===== config.mk =====
export PLATFORM = sky130hd
export DESIGN_NAME = uart_rx_ctrl_flat
export DESIGN_NICKNAME = d
export VERILOG_FILES = /design/src/rtl/uart_rx_ctrl_if.sv /design/src/rtl/uart_rx_ctrl.sv /design/src/flat_wrapper.sv
export SDC_FILE = /design/constraint.sdc
export NUM_CORES = 1
export LEC_CHECK = 0
export ABC_AREA = 1
export ABC_CLOCK_PERIOD_IN_PS = 2350
export CORE_MARGIN = 4
export CORE_UTILIZATION = 56
export CTS_CLUSTER_DIAMETER = 40
export DETAILED_ROUTE_END_ITERATION = 8
export PLACE_DENSITY_LB_ADDON = 0.12
export SLEW_MARGIN = 40
export SYNTH_ARGS = -nofsm -noshare
export SYNTH_HDL_FRONTEND = slang
export SYNTH_SLANG_ARGS = --single-unit
export TNS_END_PERCENT = 30

===== constraint.sdc =====
create_clock -name clk16x -period 2.35 [get_ports clk16x]
set_input_delay 0.3525 -clock clk16x [delete_from_list [all_inputs] [get_ports clk16x]]
set_output_delay 0.3525 -clock clk16x [all_outputs]
set_load 0.01 [all_outputs]

===== src/rtl/uart_rx_ctrl_if.sv =====
// Bundles the receiver-side and CPU-side signals of the UART receive controller.
// The controller attaches through the slave modport. The environment, either a
// CPU model or a testbench, attaches through the master modport.
interface uart_rx_ctrl_if #(
    parameter int AW = 3
);
    logic [3:0]  cnt16x;
    logic        rx_ready;
    logic [7:0]  rx_data;
    logic        rx_parity_error;
    logic        rx_frame_error;
    logic        rx_rdn;
    logic        rd_en;
    logic [7:0]  rd_data;
    logic        rd_perr;
    logic        rd_ferr;
    logic        empty;
    logic        full;
    logic [AW:0] count;
    logic        overrun;
    logic        clr_ovr;
    logic [7:0]  perr_cnt;
    logic [7:0]  ferr_cnt;
    logic        clr_cnt;
    logic        irq_en;
    logic        irq;

    modport slave (
        input  rx_ready, rx_data, rx_parity_error, rx_frame_error,
        input  rd_en, clr_ovr, clr_cnt, irq_en,
        output cnt16x, rx_rdn, rd_data, rd_perr, rd_ferr,
        output empty, full, count, overrun, perr_cnt, ferr_cnt, irq
    );

    modport master (
        output rx_ready, rx_data, rx_parity_error, rx_frame_error,
        output rd_en, clr_ovr, clr_cnt, irq_en,
        input  cnt16x, rx_rdn, rd_data, rd_perr, rd_ferr,
        input  empty, full, count, overrun, perr_cnt, ferr_cnt, irq
    );
endinterface


===== src/rtl/uart_rx_ctrl.sv =====
// Receive-side controller for the UART receiver, clocked by the x16 baud clock.
// It drives the free-running cnt16x count and pulls bytes out of the receiver
// with a held active-low read strobe. Each byte and its error flags go into a
// first-word-fall-through FIFO that the CPU drains. The block also tracks
// overrun, keeps saturating error counts and raises an interrupt.
module uart_rx_ctrl #(
    parameter int DEPTH      = 8,
    parameter int AW         = 3,
    parameter int RDN_CYCLES = 16
) (
    input  logic           clk16x,
    input  logic           clr,
    uart_rx_ctrl_if.slave  bus
);

    typedef enum logic {
        IDLE = 1'b0,
        READ = 1'b1
    } state_t;

    localparam logic [4:0]  RDN_LAST   = 5'(RDN_CYCLES - 1);
    localparam logic [AW:0] FULL_COUNT = (AW + 1)'(DEPTH);

    state_t         r_state;
    state_t         w_stateNext;
    logic           r_rdn;
    logic           w_rdnNext;
    logic [4:0]     r_rdnCnt;
    logic [4:0]     w_rdnCntNext;
    logic           w_push;

    logic [3:0]     r_cnt16;

    logic [9:0]     r_mem [DEPTH];
    logic [AW-1:0]  r_wrPtr;
    logic [AW-1:0]  r_rdPtr;
    logic [AW:0]    r_count;
    logic           w_empty;
    logic           w_full;
    logic           w_pop;
    logic           w_pushAccept;
    logic           w_drop;
    logic [9:0]     w_entry;
    logic [9:0]     w_head;

    logic           r_overrun;
    logic [7:0]     r_perrCnt;
    logic [7:0]     r_ferrCnt;
    logic [7:0]     w_perrNext;
    logic [7:0]     w_ferrNext;
    logic           r_irq;

    // Free-running x16 phase counter that the receiver uses for bit sampling.
    always_ff @(posedge clk16x) begin
        if (clr) begin
            r_cnt16 <= 4'd0;
        end else begin
            r_cnt16 <= r_cnt16 + 4'd1;
        end
    end

    // Registers the strobe FSM state, the strobe itself and the hold counter.
    always_ff @(posedge clk16x) begin
        if (clr) begin
            r_state  <= IDLE;
            r_rdn    <= 1'b1;
            r_rdnCnt <= 5'd0;
        end else begin
            r_state  <= w_stateNext;
            r_rdn    <= w_rdnNext;
            r_rdnCnt <= w_rdnCntNext;
        end
    end

    // Next-state logic: the strobe drops as soon as the receiver is ready. The
    // FIFO push happens on the first READ cycle, and the strobe stays held long
    // enough that the receiver cannot re-flag the same frame.
    always_comb begin
        w_stateNext  = r_state;
        w_rdnNext    = r_rdn;
        w_rdnCntNext = r_rdnCnt;
        w_push       = 1'b0;
        case (r_state)
            IDLE: begin
                w_rdnNext = 1'b1;
                if (bus.rx_ready) begin
                    w_stateNext  = READ;
                    w_rdnNext    = 1'b0;
                    w_rdnCntNext = 5'd0;
                end
            end
            READ: begin
                w_push = (r_rdnCnt == 5'd0);
                if (r_rdnCnt == RDN_LAST) begin
                    w_stateNext = IDLE;
                    w_rdnNext   = 1'b1;
                end else begin
                    w_rdnCntNext = r_rdnCnt + 5'd1;
                end
            end
            default: begin
                w_stateNext = IDLE;
                w_rdnNext   = 1'b1;
            end
        endcase
    end

    // FIFO handshake decode. A push into a full FIFO is kept only if a pop in
    // the same cycle frees a slot. A pop from an empty FIFO does nothing.
    always_comb begin
        w_empty      = (r_count == '0);
        w_full       = (r_count == FULL_COUNT);
        w_pop        = bus.rd_en && !w_empty;
        w_pushAccept = w_push && (!w_full || w_pop);
        w_drop       = w_push && w_full && !w_pop;
        w_entry      = {bus.rx_frame_error, bus.rx_parity_error, bus.rx_data};
        w_head       = r_mem[r_rdPtr];
    end

    // FIFO storage. It needs no reset because the outputs are masked while empty.
    always_ff @(posedge clk16x) begin
        if (!clr && w_pushAccept) begin
            r_mem[r_wrPtr] <= w_entry;
        end
    end

    // FIFO pointers wrap modulo DEPTH. The occupancy count is one bit wider so
    // that it can hold DEPTH.
    always_ff @(posedge clk16x) begin
        if (clr) begin
            r_wrPtr <= '0;
            r_rdPtr <= '0;
            r_count <= '0;
        end else begin
            if (w_pushAccept) begin
                r_wrPtr <= r_wrPtr + AW'(1);
            end
            if (w_pop) begin
                r_rdPtr <= r_rdPtr + AW'(1);
            end
            case ({w_pushAccept, w_pop})
                2'b10:   r_count <= r_count + (AW + 1)'(1);
                2'b01:   r_count <= r_count - (AW + 1)'(1);
                default: r_count <= r_count;
            endcase
        end
    end

    // Sticky overrun flag. A drop in the same cycle as a clear leaves it set.
    always_ff @(posedge clk16x) begin
        if (clr) begin
            r_overrun <= 1'b0;
        end else if (w_drop) begin
            r_overrun <= 1'b1;
        end else if (bus.clr_ovr) begin
            r_overrun <= 1'b0;
        end
    end

    // Error counter next values. A clear is applied first so that an increment
    // in the same cycle still counts, and the count stops at 255.
    always_comb begin
        w_perrNext = bus.clr_cnt ? 8'd0 : r_perrCnt;
        w_ferrNext = bus.clr_cnt ? 8'd0 : r_ferrCnt;
        if (w_push && bus.rx_parity_error && (w_perrNext != 8'hFF)) begin
            w_perrNext = w_perrNext + 8'd1;
        end
        if (w_push && bus.rx_frame_error && (w_ferrNext != 8'hFF)) begin
            w_ferrNext = w_ferrNext + 8'd1;
        end
    end

    // Error counters, which also count bytes that were dropped on overrun.
    always_ff @(posedge clk16x) begin
        if (clr) begin
            r_perrCnt <= 8'd0;
            r_ferrCnt <= 8'd0;
        end else begin
            r_perrCnt <= w_perrNext;
            r_ferrCnt <= w_ferrNext;
        end
    end

    // Registered interrupt: data is waiting or a byte was lost.
    always_ff @(posedge clk16x) begin
        if (clr) begin
            r_irq <= 1'b0;
        end else begin
            r_irq <= bus.irq_en && (!w_empty || r_overrun);
        end
    end

    assign bus.cnt16x   = r_cnt16;
    assign bus.rx_rdn   = r_rdn;
    assign bus.rd_data  = w_empty ? 8'd0 : w_head[7:0];
    assign bus.rd_perr  = w_empty ? 1'b0 : w_head[8];
    assign bus.rd_ferr  = w_empty ? 1'b0 : w_head[9];
    assign bus.empty    = w_empty;
    assign bus.full     = w_full;
    assign bus.count    = r_count;
    assign bus.overrun  = r_overrun;
    assign bus.perr_cnt = r_perrCnt;
    assign bus.ferr_cnt = r_ferrCnt;
    assign bus.irq      = r_irq;

endmodule


===== src/flat_wrapper.sv =====
// flat-port wrapper written by rule: the top's interface ports become plain ports
module uart_rx_ctrl_flat 
#(
    parameter int DEPTH      = 8,
    parameter int AW         = 3,
    parameter int RDN_CYCLES = 16
)
  (clk16x, clr, bus_rx_ready, bus_rx_data, bus_rx_parity_error, bus_rx_frame_error, bus_rd_en, bus_clr_ovr, bus_clr_cnt, bus_irq_en, bus_cnt16x, bus_rx_rdn, bus_rd_data, bus_rd_perr, bus_rd_ferr, bus_empty, bus_full, bus_count, bus_overrun, bus_perr_cnt, bus_ferr_cnt, bus_irq);
  uart_rx_ctrl_if #(.AW(AW)) bus_i ();
  input  logic clk16x;
  input  logic clr;
  input wire logic [$bits(bus_i.rx_ready)-1:0] bus_rx_ready;
  input wire logic [$bits(bus_i.rx_data)-1:0] bus_rx_data;
  input wire logic [$bits(bus_i.rx_parity_error)-1:0] bus_rx_parity_error;
  input wire logic [$bits(bus_i.rx_frame_error)-1:0] bus_rx_frame_error;
  input wire logic [$bits(bus_i.rd_en)-1:0] bus_rd_en;
  input wire logic [$bits(bus_i.clr_ovr)-1:0] bus_clr_ovr;
  input wire logic [$bits(bus_i.clr_cnt)-1:0] bus_clr_cnt;
  input wire logic [$bits(bus_i.irq_en)-1:0] bus_irq_en;
  output wire logic [$bits(bus_i.cnt16x)-1:0] bus_cnt16x;
  output wire logic [$bits(bus_i.rx_rdn)-1:0] bus_rx_rdn;
  output wire logic [$bits(bus_i.rd_data)-1:0] bus_rd_data;
  output wire logic [$bits(bus_i.rd_perr)-1:0] bus_rd_perr;
  output wire logic [$bits(bus_i.rd_ferr)-1:0] bus_rd_ferr;
  output wire logic [$bits(bus_i.empty)-1:0] bus_empty;
  output wire logic [$bits(bus_i.full)-1:0] bus_full;
  output wire logic [$bits(bus_i.count)-1:0] bus_count;
  output wire logic [$bits(bus_i.overrun)-1:0] bus_overrun;
  output wire logic [$bits(bus_i.perr_cnt)-1:0] bus_perr_cnt;
  output wire logic [$bits(bus_i.ferr_cnt)-1:0] bus_ferr_cnt;
  output wire logic [$bits(bus_i.irq)-1:0] bus_irq;
  assign bus_i.rx_ready = bus_rx_ready;
  assign bus_i.rx_data = bus_rx_data;
  assign bus_i.rx_parity_error = bus_rx_parity_error;
  assign bus_i.rx_frame_error = bus_rx_frame_error;
  assign bus_i.rd_en = bus_rd_en;
  assign bus_i.clr_ovr = bus_clr_ovr;
  assign bus_i.clr_cnt = bus_clr_cnt;
  assign bus_i.irq_en = bus_irq_en;
  assign bus_cnt16x = bus_i.cnt16x;
  assign bus_rx_rdn = bus_i.rx_rdn;
  assign bus_rd_data = bus_i.rd_data;
  assign bus_rd_perr = bus_i.rd_perr;
  assign bus_rd_ferr = bus_i.rd_ferr;
  assign bus_empty = bus_i.empty;
  assign bus_full = bus_i.full;
  assign bus_count = bus_i.count;
  assign bus_overrun = bus_i.overrun;
  assign bus_perr_cnt = bus_i.perr_cnt;
  assign bus_ferr_cnt = bus_i.ferr_cnt;
  assign bus_irq = bus_i.irq;
  uart_rx_ctrl #(.DEPTH(DEPTH), .AW(AW), .RDN_CYCLES(RDN_CYCLES)) u_core (.clk16x(clk16x), .clr(clr), .bus(bus_i));
endmodule

# ---- After elaboration in Yosys (flattened, before gate mapping)
# Memory sizes are Yosys's and may differ from the RTL's. A register that Yosys moved wholly into a read port is not among the register bits.
# Index checks and enable logic that the tools add are counted.
dict set report totals {
  ramBits 80
  input_bits 17
  mem_count 1
  output_inout_bits 39
  reg_bits 39
}
# memory depth word_bits rd rd_clocked_by_memory_dff write_ports line
set mem_list {}
lappend mem_list {u_core.r_mem 8 10 1 1 1 uart_rx_ctrl.sv:34} ;# logic [9:0] r_mem [DEPTH];
dict set report op_classes {
  n_reduce_logical 21
  bitwise 1
  n_mux 24
  add_sub_neg 8
  n_eq_ne 9
}
# cell count
set op_table {}
lappend op_table {{$mux 8} 5}
lappend op_table {{$add 8x1->8 const B} 2}
lappend op_table {{$ne 8x8->1 const B} 2}
lappend op_table {{$mux 1} 11}
lappend op_table {{$logic_and 1x1->1} 10}
lappend op_table {{$mux 5} 2}
lappend op_table {{$pmux 5 s2} 1}
lappend op_table {{$add 4x1->4 const B} 2}
lappend op_table {{$pmux 4 s2} 1}
lappend op_table {{$add 3x1->3 const B} 2}
lappend op_table {{$mux 3} 2}
lappend op_table {{$ne 2x2->1 const B} 3}
lappend op_table {{$add 5x1->5 const B} 1}
lappend op_table {{$eq 5x4->1 const B} 1}
lappend op_table {{$logic_not 5->1} 1}
lappend op_table {{$eq 4x4->1 const B} 1}
lappend op_table {{$logic_not 1->1} 4}
lappend op_table {{$logic_not 4->1} 1}
lappend op_table {{$pmux 1 s2} 2}
lappend op_table {{$reduce_bool 2->1} 2}
lappend op_table {{$sub 4x1->4 const B} 1}
lappend op_table {{$eq 2x1->1 const B} 1}
lappend op_table {{$eq 2x2->1 const B} 1}
lappend op_table {{$logic_or 1x1->1} 2}
lappend op_table {{2 further kinds} 2}

# ---- Depth between registers and ports, before layout
dict set report depth {
  depth_word 8
  ltp_mapped 17
  depth_no_buf 17
}

# ---- Worst setup path before layout
# No wires, ideal clock.
dict set report synth_timing {
  path_type {reg-to-reg}
  startpoint {register u_core.r_rdnCnt[0]}
  endpoint {memory u_core.r_mem[6][0], enable pin}
  path_stages_with_launch 10
  arrival_time_ps 1606
  period_less_slack_ps 1982
  path_slack_ps 368
  path_buffers 0
  path_cell_list {dfxtp_1 inv_1 ha_1 nand2_1 inv_1 nand3_2 inv_2 nand2_2 or2_1 nor2_1}
}
dict set report synth_via {
  elab_chain_len 6
}
# item line
set synth_lines {}
lappend synth_lines {{start: declaration} uart_rx_ctrl.sv:28} ;# logic [4:0] r_rdnCnt;
lappend synth_lines {{start signal: assignment} uart_rx_ctrl.sv:71} ;# r_rdnCnt <= w_rdnCntNext;
lappend synth_lines {{$logic_not 5->1} uart_rx_ctrl.sv:93} ;# w_push = (r_rdnCnt == 5'd0);
lappend synth_lines {{$mux 1} uart_rx_ctrl.sv:83} ;# case (r_state)
lappend synth_lines {{$logic_and 1x1->1} uart_rx_ctrl.sv:114} ;# w_pushAccept = w_push && (!w_full || w_pop);
lappend synth_lines {{$logic_and 1x1->1} uart_rx_ctrl.sv:122} ;# if (!clr && w_pushAccept) begin
lappend synth_lines {{$mux 1} uart_rx_ctrl.sv:122}
lappend synth_lines {{$mux 1 (not written as such)} uart_rx_ctrl.sv:123} ;# r_mem[r_wrPtr] <= w_entry;
lappend synth_lines {{end: declaration} uart_rx_ctrl.sv:34}
# Every way passes these cells.

==> impl_metrics.tcl <==
set metrics [dict create \
    status "complete, no violations" \
    htreeDepth 4 \
    seqPwrFrac_pct 36.2 \
    final_area_mm2 0.006860 \
    syn_area_mm2 0.005366 \
    crit_chain "inv_2 -> buf_16 -> nor2_1 -> o211ai_1 -> nand2_1 -> nor2_2 -> clkdlybuf4s15_2" \
    synth-edff-count 80 \
    setup_viol 0 \
    path_class "flip-flop to output pin" \
    holdCritPathClass "primary input to flip-flop" \
    place_congestion 0.8626 \
    internal_power_uw 4775 \
    met3_usage_pct 4.918 \
    slowest_delay_ns 0.37 \
    cts_inserted_buffers 17 \
    io_buffers 55 \
    grt_max_degree 23 \
    placed_cell_area_mm2 0.006213 \
    fin_tns_setup_ns 0 \
    die_y_um 105.9 \
    maxSlewViolCount 0 \
    pin_count 56 \
    synth_top_area_share_pct 44.77 \
    hold_viol_final 0 \
    dieArea_mm2 0.01121 \
    yosysSeqAreaShare_pct 60.43 \
    grt_pass1_wl_um 19980 \
    ys_seq_elements 122 \
    synthesis.nets 591 \
    fmax_ghz 0.4427 \
    start_util_pct 57.80 \
    final_common_cell "nor2_1" \
    leakagePower_uw 0.002669 \
    cts_tree "done" \
    crit_path_top_delay_cell "dfxtp_4" \
    required_ns 2.00 \
    slew-limit-headroom_pct 80.86 \
    asyncSetResetFlopFracSynth_pct 0 \
    antenna_cells 0 \
    yosys.area.top_type "edfxtp_1" \
    rsz0062_at_grt "true" \
    cap_viol_max_count 0 \
    first_pass_iters 5 \
    die_x_um 105.9 \
    wl_per_cell_um 15.29 \
    via_per_inst 5.288 \
    period_needed_ns 2.259 \
    cts_root_buffer "clkbuf_8" \
    coreArea_mm2 0.009284 \
    nNetsFinal 674 \
    power.density_mw_per_mm2 998.6 \
    grtUsageMet1_pct 28.29 \
    totalPowerFinal_uw 6850 \
    clock_latency_ns 0.51 \
    post-place-cells 755 \
    max-clock-path-buffers 2 \
    ir_worst_vdd_v 0.0005905 \
    grtUsageTotal_pct 22.85 \
    swShare_pct 30.30 \
    min_period_over_period_pct 96.12 \
    cts_sinks 122 \
    drc_errors 0 \
    synth_cell_types 32 \
    layout_common_cells "nor2_1, edfxtp_1, nand2_1, inv_1, o21ai_0" \
    area_delta_synth_final_pct 27.84 \
    vias 4167 \
    ys_top_cells_by_area "edfxtp_1, dfxtp_1, nor2_1" \
    rows 35 \
    worstPathArrival_ns 1.91 \
    combPwrFrac_pct 25.9 \
    grt_pass1_vias 4159 \
    grt-ovfl-total 0 \
    fin_hold_ws_ns 0.4278 \
    fin_skew_ns 0.01025 \
    instances_no_fill 788 \
    worst_setup_path_start_kind "flip-flop" \
    cp-end-kind "output pin" \
    synthFlopType "edfxtp_1" \
    first_iter_violations 164 \
    wirelength_um 12050 \
    p_clk_share_pct 37.9 \
    postRouteAntennaNets 0 \
    netlist_instances 563 \
    place_hpwl_um 7642 \
    drive_above_1_share_pct 14.42 \
    synth_area_per_cell_um2 9.532 \
    critPathMaxFanout 20 \
    worst_pin_slew_ns 0.2862 \
    use_met2_pct 39.25 \
    clkTransAtPathRegs_ns 0.06 \
    antenna_found_initial 0 \
    top_usage_layer "met2" \
    synth_warnings 0 \
    p_sw_uw 2076 \
]
==> state kept, by name, indices dropped and copies added, names as in the netlist, named ones only <==
| register | cells |
|---|---|
| u_core.r_mem | 80 |
| u_core.bus.ferr_cnt | 8 |
| u_core.bus.perr_cnt | 8 |
| u_core.r_rdnCnt | 5 |
| u_core.bus.cnt16x | 4 |
| u_core.bus.count | 4 |
| u_core.r_rdPtr | 3 |
| u_core.r_wrPtr | 3 |
| u_core.bus.irq | 1 |
| u_core.bus.overrun | 1 |
| u_core.bus.rx_rdn | 1 |
| u_core.r_state | 1 |
==> worst paths after layout <==
kind,end,slack [ns],start,cells after the start
max,bus_rd_data[0],0.09,flip-flop,7
min,u_core.bus.irq,0.43,bus_irq_en,3
max reg2reg,u_core.bus.count[2],0.27,u_core.r_rdnCnt[1],16
min reg2reg,u_core.bus.rx_rdn,0.46,u_core.bus.rx_rdn,2
==> synthesized netlist by cell type (2+ instances only) <==
cell type and n:
nor2_2 6, o21ai_0 50, inv_1 51, nor2_1 122, dfxtp_1 42, ha_1 11
nor3_1 3, o211ai_1 11, inv_2 4, xor2_1 6, nand4_1 3, o21ai_1 2
nand3_1 25, nand2_4 4, edfxtp_1 80, nand2_2 4, o22ai_1 11, nor2_4 3
clkbuf_1 17, nand2_1 71, a21oi_1 22, xnor2_1 5
==> power groups by stage <==
| stage | logic, uW | clock network (uW) | registers, uW |
|---|---|---|---|
| 4_1_cts | 1780 | 2640 | 2470 |
| 3_5_place_dp | 1760 | 0 | 2500 |
| 5_1_grt | 1970 | 2750 | 2490 |
| 2_1_floorplan | 952 | 0 | 2500 |
| 6_report | 1770 | 2600 | 2480 |
| 3_3_place_gp | 1730 | 0 | 2500 |
==> logic make-up (layout without fill, tap and decap cells) <==
family / Yosys count / in the layout / synth area share [%]
AO/OA/AOI/OAI: 97 / 97 / 9.863
XOR/XNOR: 11 / 11 / 1.795
flip-flops: 122 / 122 / 60.43
AND/OR/NAND/NOR: 247 / 247 / 19.89
adder cells (fa/ha/maj): 11 / 11 / 2.565
buffers and inverters: 75 / 171 / 5.456
==> worst max-delay path, delay by kind of cell (launching register included) <==
kind,cells,cell delay [ns]
AO/OA/AOI/OAI,1,0.19
buffers and inverters,3,0.55
flip-flops,1,0.37
AND/OR/NAND/NOR,3,0.30
==> layer usage <==
| layer | wire length, um | up-vias |
|---|---|---|
| met5 | 0 | - |
| met4 | 173 | 0 |
| met3 | 726 | 17 |
| met2 | 6123 | 139 |
| met1 | 5028 | 1953 |
| li1 | - | 2058 |
==> metrics by stage <==
step	utilization, %	setup WS, ns
2_1_floorplan	-	0.3681
3_3_place_gp	66.93	0.1523
5_1_grt	73.89	-0.01968
4_1_cts	73.88	-0.009549
6_report	73.89	0.09108
3_5_place_dp	66.93	0.08721
==> final cells by class <==
class | count | area (um2)
Clock buffer | 17 | 414.1
Timing Repair Buffer | 83 | 793.3
Multi-Input combinational cell | 366 | 1836
Sequential cell | 122 | 3254
Fill cell | 674 | 2424
Clock inverter | 15 | 188.9
Tap cell | 129 | 161.4
Inverter | 56 | 212.7
==> repair_timing <==
item                       CTS  global route
pin swaps                    1             1
hold buffers                 0             0
cloned                       1             0
setup endpoints to repair   11            11
setup buffers                0             0
resized for setup           27            11
Power figures use the tool's default switching activity.
